$ cat config.mk
export PLATFORM = sky130hd
export DESIGN_NAME = rssi_window_avg_flat
export DESIGN_NICKNAME = d
export VERILOG_FILES = /design/src/rtl/rssi_window_avg_if.sv /design/src/rtl/rssi_window_avg.sv /design/src/flat_wrapper.sv
export SDC_FILE = /design/constraint.sdc
export NUM_CORES = 1
export LEC_CHECK = 0
export BUFFER_PORTS_ARGS = -buffer_cell sky130_fd_sc_hd__buf_4
export CAP_MARGIN = 20
export CORE_MARGIN = 2
export CORE_UTILIZATION = 35
export CTS_CLUSTER_DIAMETER = 50
export CTS_CLUSTER_SIZE = 16
export DETAILED_ROUTE_END_ITERATION = 12
export HOLD_SLACK_MARGIN = 0.1
export PLACE_DENSITY_LB_ADDON = 0.2
export SKIP_CTS_REPAIR_TIMING = 1
export SYNTH_ARGS = -nofsm -noshare
export SYNTH_HDL_FRONTEND = slang
export SYNTH_SLANG_ARGS = --single-unit
$ cat constraint.sdc
create_clock -name clk -period 2.7 [get_ports clk]
set_input_delay 0.81 -clock clk [delete_from_list [all_inputs] [get_ports clk]]
set_output_delay 0.81 -clock clk [all_outputs]
set_load 0.02 [all_outputs]
$ cat src/rtl/rssi_window_avg_if.sv
// rssi_window_avg_if: sample stream in, averaged RSSI triple out, with drop counter
interface rssi_window_avg_if #(
  parameter int RSSI_W = 20
);
  logic                     in_valid;
  logic [1:0]               in_id;
  logic signed [RSSI_W-1:0] in_rssi;
  logic                     in_ready;
  logic                     out_valid;
  logic                     out_ready;
  logic signed [RSSI_W-1:0] rssiA;
  logic signed [RSSI_W-1:0] rssiB;
  logic signed [RSSI_W-1:0] rssiC;
  logic [7:0]               drop_cnt;
  modport slave (
    input  in_valid, in_id, in_rssi, out_ready,
    output in_ready, out_valid, rssiA, rssiB, rssiC, drop_cnt
  );
  modport master (
    output in_valid, in_id, in_rssi, out_ready,
    input  in_ready, out_valid, rssiA, rssiB, rssiC, drop_cnt
  );
endinterface

$ cat src/rtl/rssi_window_avg.sv
// rssi_window_avg: per-anchor windowed RSSI averaging with rounded output and valid/ready handoff
module rssi_window_avg #(
  parameter int RSSI_W = 20,
  parameter int LOG2N  = 3
) (
  input logic             clk,
  input logic             rst_n,
  rssi_window_avg_if.slave ifc
);
  localparam int AW = RSSI_W + LOG2N;
  localparam int CW = LOG2N + 1;
  localparam logic [CW-1:0] FULL = CW'(2 ** LOG2N);
  localparam logic signed [AW-1:0] HALF = AW'(2 ** (LOG2N - 1));
  typedef enum logic [1:0] {ACCUM, AVG, HOLD} state_t;
  state_t state_q, state_d;
  logic signed [AW-1:0] acc_q [3];
  logic signed [AW-1:0] acc_d [3];
  logic signed [AW-1:0] rnd [3];
  logic [CW-1:0] cnt_q [3];
  logic [CW-1:0] cnt_d [3];
  logic signed [RSSI_W-1:0] rssi_q [3];
  logic signed [RSSI_W-1:0] rssi_d [3];
  logic [7:0] drop_q, drop_d;
  logic taken;
  logic all_full;
  assign all_full = (cnt_q[0] == FULL) && (cnt_q[1] == FULL) && (cnt_q[2] == FULL);
  assign ifc.in_ready  = (state_q == ACCUM);
  assign ifc.out_valid = (state_q == HOLD);
  assign ifc.rssiA     = rssi_q[0];
  assign ifc.rssiB     = rssi_q[1];
  assign ifc.rssiC     = rssi_q[2];
  assign ifc.drop_cnt  = drop_q;
  // next state: accumulate or drop samples, round-average once, then hold until taken
  always_comb begin
    state_d = state_q;
    acc_d   = acc_q;
    cnt_d   = cnt_q;
    rssi_d  = rssi_q;
    drop_d  = drop_q;
    taken   = 1'b0;
    for (int i = 0; i < 3; i++) rnd[i] = acc_q[i] + HALF;
    case (state_q)
      ACCUM: begin
        if (ifc.in_valid) begin
          for (int i = 0; i < 3; i++)
            if (ifc.in_id == 2'(i) && cnt_q[i] != FULL) begin
              acc_d[i] = acc_q[i] + AW'(ifc.in_rssi);
              cnt_d[i] = cnt_q[i] + CW'(1);
              taken    = 1'b1;
            end
          drop_d = (taken || drop_q == 8'hFF) ? drop_q : drop_q + 8'd1;
        end
        state_d = all_full ? AVG : ACCUM;
      end
      AVG: begin
        for (int i = 0; i < 3; i++) rssi_d[i] = RSSI_W'(rnd[i] >>> LOG2N);
        state_d = HOLD;
      end
      HOLD: begin
        if (ifc.out_ready) begin
          state_d = ACCUM;
          acc_d   = '{default: '0};
          cnt_d   = '{default: '0};
        end
      end
      default: state_d = ACCUM;
    endcase
  end
  // state and datapath registers, cleared asynchronously
  always_ff @(posedge clk or negedge rst_n) begin
    if (!rst_n) begin
      state_q <= ACCUM;
      acc_q   <= '{default: '0};
      cnt_q   <= '{default: '0};
      rssi_q  <= '{default: '0};
      drop_q  <= '0;
    end else begin
      state_q <= state_d;
      acc_q   <= acc_d;
      cnt_q   <= cnt_d;
      rssi_q  <= rssi_d;
      drop_q  <= drop_d;
    end
  end
endmodule

$ cat src/flat_wrapper.sv
// flat-port wrapper written by rule: the top's interface ports become plain ports
module rssi_window_avg_flat 
#(
  parameter int RSSI_W = 20,
  parameter int LOG2N  = 3
)
  (clk, rst_n, ifc_in_valid, ifc_in_id, ifc_in_rssi, ifc_out_ready, ifc_in_ready, ifc_out_valid, ifc_rssiA, ifc_rssiB, ifc_rssiC, ifc_drop_cnt);
  rssi_window_avg_if #(.RSSI_W(RSSI_W)) ifc_i ();
  input logic clk;
  input logic rst_n;
  input wire logic [$bits(ifc_i.in_valid)-1:0] ifc_in_valid;
  input wire logic [$bits(ifc_i.in_id)-1:0] ifc_in_id;
  input wire logic [$bits(ifc_i.in_rssi)-1:0] ifc_in_rssi;
  input wire logic [$bits(ifc_i.out_ready)-1:0] ifc_out_ready;
  output wire logic [$bits(ifc_i.in_ready)-1:0] ifc_in_ready;
  output wire logic [$bits(ifc_i.out_valid)-1:0] ifc_out_valid;
  output wire logic [$bits(ifc_i.rssiA)-1:0] ifc_rssiA;
  output wire logic [$bits(ifc_i.rssiB)-1:0] ifc_rssiB;
  output wire logic [$bits(ifc_i.rssiC)-1:0] ifc_rssiC;
  output wire logic [$bits(ifc_i.drop_cnt)-1:0] ifc_drop_cnt;
  assign ifc_i.in_valid = ifc_in_valid;
  assign ifc_i.in_id = ifc_in_id;
  assign ifc_i.in_rssi = ifc_in_rssi;
  assign ifc_i.out_ready = ifc_out_ready;
  assign ifc_in_ready = ifc_i.in_ready;
  assign ifc_out_valid = ifc_i.out_valid;
  assign ifc_rssiA = ifc_i.rssiA;
  assign ifc_rssiB = ifc_i.rssiB;
  assign ifc_rssiC = ifc_i.rssiC;
  assign ifc_drop_cnt = ifc_i.drop_cnt;
  rssi_window_avg #(.RSSI_W(RSSI_W), .LOG2N(LOG2N)) u_core (.clk(clk), .rst_n(rst_n), .ifc(ifc_i));
endmodule
==> impl_metrics.py, run 1 <==
metrics = {
    "sta": {
        "rsz0062_at_grt": "yes",
        "fmax_ghz": 0.334,
        "maxSlewHeadroom_pct": 54.2,
        "finalCriticalPeriod_ns": 2.99,
        "tightestPinTransition_ns": 0.682,
        "skew_ns": 0.0108,
        "timing.final.crit_share_pct": 111,
        "hold_violations": 0,
        "slew_violations": 0,
        "layout_setup_ws_ns": -0.294,
        "setup_violations": 16,
    },
    "layout": {
        "nNetsFinal": 1400,
        "drive_gt1_share_pct": 26.9,
        "nFillCells": 2665,
        "area_growth_pct": 33.6,
        "final_common_cell": "buf_4",
        "most-common-layout-cells": "247 x buf_4, 151 x dfrtp_1, 145 x nand2_1, 84 x o21ai_0, 68 x ha_1",
        "register_area_um2": 3780,
        "multi_input_area_um2": 6120,
        "fin_cells": 1685,
        "diodes": 0,
    },
    "global_route": {
        "grt_overflow": 0,
        "grt_use_total_pct": 18.4,
        "grt_antenna_before_repair": 0,
        "grt_pass1_wl_um": 42700,
        "grt_max_degree": 78,
        "grt_pass1_vias": 8504,
    },
    "clocking": {
        "cts_buffers": 17,
        "path_clk_slew_ns": 0.06,
        "clk_latency_ns": 0.43,
        "clockBufferDepth": 2,
        "root_buffer": "clkbuf_16",
        "cts_tree": "yes",
        "ctsHtreeMaxLevel": 4,
        "cts_sinks": 151,
    },
    "setup_path": {
        "regToRegSetupSlack_ns": -0.24,
        "cp.arrival_ns": 3.29,
        "critPathLaunchType": "primary input",
        "cp_max_fo": 3,
        "critPathLaunch": "ifc_in_rssi[0]",
        "rr_endpoint": "u_core.acc_q[68]$_DFFE_PN0P_",
        "endpoint": "u_core.acc_q[68]$_DFFE_PN0P_",
        "ff2ff_path_depth": 11,
        "critPathRequiredTime_ns": 2.99,
        "end_kind": "flip-flop",
        "path_class": "in2reg",
        "reg2reg_from": "u_core.acc_q[46]$_DFFE_PN0P_",
    },
    "yosys": {
        "synth_nets": 1162,
        "avgSynthCellArea_um2": 9.27,
        "yosys_warnings": 0,
        "syn-cell-area_um2": 9800,
        "synth_cells": 1057,
        "ys_ff_latch": 151,
        "synth-edff-count": 0,
        "synth_top_area_share_pct": 38.6,
        "synth_top_area_cell": "dfrtp_1",
        "ys_types": 63,
        "seq_area_frac_synth_pct": 38.6,
        "netlist_top_cells_area": "dfrtp_1 39%, ha_1 9.7%, xnor2_1 5.8%",
        "synth_ff_type": "dfrtp_1",
        "synth-async-reset-ratio_pct": 100,
    },
    "floorplanning": {
        "core_um2": 27700,
        "die_h_um": 171,
        "core.rowCount": 61,
        "start_util_pct": 35.4,
        "pin_count": 96,
        "die_w_um": 171,
        "fp.dieArea_um2": 29300,
    },
    "drt": {
        "drt-wirelength-per-cell_um": 15.6,
        "drtPass1Iterations": 4,
        "via_count": 8438,
        "viasPerCell": 5.01,
        "ant_nets": 0,
        "drt_iter0_markers": 373,
        "drc": 0,
        "totalWireLength_um": 26300,
    },
    "power": {
        "power.leakage_uw": 0.00615,
        "peakVddDrop_uv": 418,
        "powerDensity_nw_per_um2": 1030,
    },
    "job": {
        "maxCapViolations": 0,
    },
    "placement": {
        "gp_congestion": 0.857,
        "dpl.hpwl_um": 19700,
        "portBuffers": 95,
        "dpl_worst_slack_ns": -0.777,
        "placed_cells": 1644,
    },
    "worst_hold_path": {
        "hp-class": "in2async",
    },
    "status": {
        "violations": "negative setup slack",
        "status": "finished, violations left",
    },
}
==> cell families (layout without fill, tap and decap cells) <==
kind of cell	after synthesis	count (layout)	synth area share, %
and+or+nand+nor	322	322	15.3
buffers and inverters	61	311	2.36
DFF	151	151	38.6
AOI/OAI and AO/OA	312	312	21.5
adders and majority gates	79	79	10.3
muxes	8	8	0.894
xor gates and xnor gates	124	124	11.1
==> critical path, cell delays in order <==
cell and delay [ns]:
buf_8 0.10, ha_4 0.15, fa_2 0.41, a211o_1 0.33, a2111oi_4 0.37, o21ai_2 0.14
a211oi_2 0.25, o31ai_1 0.09, a21oi_1 0.18, xnor2_1 0.15, mux2i_1 0.21, o21ai_1 0.07
==> state kept, by name (all words and copies together) (netlist names) <==
register	flops
u_core.acc_q	69
u_core.ifc.rssiA	20
u_core.ifc.rssiB	20
u_core.ifc.rssiC	20
u_core.cnt_q	12
u_core.ifc.drop_cnt	8
u_core.state_q	2
==> synthesized netlist by cell type, drive strengths merged (3+ instances only) <==
master  count
dfrtp     151
nand2     146
o21ai      93
ha         76
xnor2      65
a21oi      62
xor2       59
nor2       47
a22o       38
nand3      37
a21o       33
clkbuf     31
inv        23
nand4      18
and3       17
o31ai      16
a31oi      14
nor3       13
o21a       13
nor2b       8
a211oi      7
buf         7
nand2b      7
mux2        6
nand3b      6
o211ai      5
o21bai      5
and4        4
or2         4
a32o        3
and2        3
fa          3
nor4        3
o41ai       3
==> power breakdown <==
part | switching [µW] | internal (µW)
clock network | 1010 | 1580
registers | 757 | 2870
logic | 3410 | 3830
total | 5170 | 8280
==> metrics by stage <==
stage | power [µW] | hold slack [ns] | util [%] | cell area (µm²) | setup TNS, ns
global placement | 10400 | 0.461 | 44.0 | 12200 | -16.72
CTS | 13100 | 0.346 | 46.3 | 12800 | -2.14
floorplan | 8020 | 0.472 | - | 9960 | -2.70
finish | 13400 | 0.328 | 47.2 | 13100 | -1.78
detailed placement | 10500 | 0.471 | 44.0 | 12200 | -17.17
global route | 14600 | 0.364 | 47.2 | 13100 | -4.14
==> final cells by class <==
class	instances	area share [%]
Clock buffer	22	3.78
Clock inverter	9	1.05
Inverter	23	0.660
Multi-Input combinational cell	845	46.8
Sequential cell	151	28.9
Tap cell	378	3.61
Timing Repair Buffer	257	15.3
==> worst min path at each step <==
stage	slack (ns)	to	start	depth (start not counted)
2_1_floorplan	0.47	u_core.state_q[0]$_DFFE_PN0P_	u_core.cnt_q[2]$_DFFE_PN0P_	1
3_3_place_gp	0.46	u_core.ifc.rssiA[16]$_DFFE_PN0P_	u_core.ifc.rssiA[16]$_DFFE_PN0P_	2
3_5_place_dp	0.47	u_core.ifc.rssiA[15]$_DFFE_PN0P_	u_core.ifc.rssiA[15]$_DFFE_PN0P_	2
4_1_cts	0.35	u_core.ifc.rssiB[0]$_DFFE_PN0P_	rst_n	1
5_1_grt	0.36	u_core.ifc.rssiA[0]$_DFFE_PN0P_	rst_n	1
6_report	0.33	u_core.ifc.rssiA[0]$_DFFE_PN0P_	rst_n	1
==> metal layers <==
layer	global-route usage (%)	share of wire (%)	vias to the layer above
met5	0	0	-
met2	31.2	47	97
met3	2.65	2.4	29
met4	5.78	1.8	0
li1	-	-	4314
met1	24.4	49	3998
(Power assumes the default switching activity.)
==> run 2: changes to the inputs <==
==> constraint.sdc (replaced) <==
create_clock -name clk -period 3.6 [get_ports clk]
set_input_delay 1.08 -clock clk [delete_from_list [all_inputs] [get_ports clk]]
set_output_delay 1.08 -clock clk [all_outputs]
set_load 0.02 [all_outputs]
==> run 2 against run 1 <==
Effect of this change: die area unchanged; combinational power down 41%; highest routed layer unchanged; worst setup slack better by 0.49 ns; first-iteration DRC count up 8.3%; the flow now finishes without violations; worst hold slack better by 0.15 ns.
==> impl_metrics.py, run 2 (synthesis results as in run 1) <==
metrics = {
    "sta": {
        "hold_violations": 0,
        "tightestPinTransition_ns": 0.683,
        "maxSlewHeadroom_pct": 54.0,
        "slew_violations": 0,
        "fmax_ghz": 0.293,
        "timing.final.crit_share_pct": 94.7,
        "setup_violations": 0,
        "setup_tns_ns": 0,
        "skew_ns": 0.0139,
        "rsz0062_at_grt": "no",
        "finalCriticalPeriod_ns": 3.41,
    },
    "status": {
        "status": "finished clean",
    },
    "clocking": {
        "cts_sinks": 151,
        "ctsHtreeMaxLevel": 4,
        "path_clk_slew_ns": 0.07,
        "clockBufferDepth": 2,
        "root_buffer": "clkbuf_16",
        "clk_latency_ns": 0.44,
        "cts_tree": "yes",
        "cts_buffers": 17,
    },
    "layout": {
        "multi_input_area_um2": 5810,
        "top_register": "u_core.acc_q",
        "final_common_cell": "dfrtp_1",
        "diodes": 0,
        "utilization_pct": 42.7,
        "nFillCells": 2765,
        "most-common-layout-cells": "151 x dfrtp_1, 146 x nand2_1, 137 x buf_4, 89 x o21ai_0, 76 x ha_1",
        "largest_reg_flops": 69,
        "nNetsFinal": 1283,
        "area_growth_pct": 20.9,
        "register_area_um2": 3780,
        "drive_gt1_share_pct": 16.4,
    },
    "floorplanning": {
        "die_h_um": 171,
        "core.rowCount": 61,
        "start_util_pct": 35.4,
        "die_w_um": 171,
        "pin_count": 96,
        "core_um2": 27700,
        "fp.dieArea_um2": 29300,
    },
    "drt": {
        "drt_iter0_markers": 404,
        "viasPerCell": 5.09,
        "drtPass1Iterations": 5,
        "drt-wirelength-per-cell_um": 15.7,
        "totalWireLength_um": 24600,
        "ant_nets": 0,
        "via_count": 7983,
        "drc": 0,
    },
    "global_route": {
        "grt_pass1_vias": 7785,
        "grt_max_degree": 54,
        "grt_antenna_before_repair": 1,
        "grt_overflow": 0,
        "grt_pass1_wl_um": 40400,
        "grt_use_total_pct": 17.4,
    },
    "setup_path": {
        "cp_max_fo": 2,
        "cp.arrival_ns": 3.73,
        "critPathLaunchType": "primary input",
        "end_kind": "flip-flop",
        "path_class": "in2reg",
        "critPathRequiredTime_ns": 3.92,
    },
    "placement": {
        "dpl.hpwl_um": 18300,
        "gp_congestion": 0.820,
        "portBuffers": 95,
    },
    "power": {
        "power.leakage_uw": 0.00551,
        "peakVddDrop_uv": 301,
        "powerDensity_nw_per_um2": 754,
    },
    "job": {
        "maxCapViolations": 0,
    },
    "worst_hold_path": {
        "hp-class": "reg2reg",
    },
}
-- run 2: changes by cell type in the layout (fill, tap and decap cells not counted), moves of 4 or more --
cell	delta
a21oi_1	+11
ha_4	-8
a21oi_2	-10
o21ai_0	+5
buf_6	-5
buf_4	-110
ha_1	+8
a31oi_1	+4
-- run 2: final timing paths --
check                                             start                          endpoint  slack [ns]  cells past startpoint
max reg2reg                u_core.acc_q[46]$_DFFE_PN0P_      u_core.acc_q[68]$_DFFE_PN0P_        0.61                     11
max                                      ifc_in_rssi[0]      u_core.acc_q[20]$_DFFE_PN0P_        0.19                     13
min reg2reg                u_core.acc_q[23]$_DFFE_PN0P_      u_core.acc_q[23]$_DFFE_PN0P_        0.48                      2
max in group asynchronous                         rst_n      u_core.acc_q[29]$_DFFE_PN0P_        2.33                      2
min in group asynchronous                         rst_n  u_core.ifc.rssiC[15]$_DFFE_PN0P_        0.60                      1
min                        u_core.acc_q[23]$_DFFE_PN0P_      u_core.acc_q[23]$_DFFE_PN0P_        0.48                      2
-- run 2: per-layer routing --
layer | global-route usage, % | up-vias | part of all wire [%] | routed length, µm
met1 | 24.3 | 3780 | 50 | 12300
met5 | 0 | - | 0 | 0
li1 | - | 4074 | - | -
met2 | 28.2 | 113 | 47 | 11400
met4 | 3.98 | 0 | 0.90 | 222
met3 | 2.99 | 16 | 2.4 | 597
-- run 2: power by group --
| group | internal (µW) | switching [µW] | total, µW |
|---|---|---|---|
| Combinational | 2100 | 2130 | 4230 |
| Sequential | 2150 | 643 | 2790 |
| Clock | 1140 | 771 | 1910 |
-- run 2: worst max-delay path, stage by stage --
cell      delay [ns]
buf_4           0.12
buf_4           0.13
ha_1            0.21
fa_1            0.39
a211oi_1        0.22
nor2_1          0.09
o21ai_0         0.31
nand2_1         0.12
o211ai_1        0.34
nand3b_1        0.20
a31oi_1         0.24
xnor2_1         0.08
a22o_1          0.19
-- run 2: per-stage QoR --
stage	setup slack, ns	power [µW]	hold WS (ns)	instances	cell area [µm²]
floorplan	0.00627	5890	0.443	1057	9800
global placement	-0.400	6980	0.458	1537	11200
detailed placement	-0.400	7030	0.463	1537	11200
CTS	0.0308	9000	0.480	1569	11800
global route	0.0116	9710	0.501	1569	11800
finish	0.192	8930	0.477	1569	11800
-- run 2: cell type report --
| type | instances | area share (%) |
|---|---|---|
| flip-flops and latches | 151 | 31.9 |
| clock inverters | 13 | 1.42 |
| repair buffers | 140 | 9.12 |
| clock buffers | 19 | 3.82 |
| multi-input cells | 845 | 49.0 |
| inverters | 23 | 0.729 |
| well taps | 378 | 3.99 |
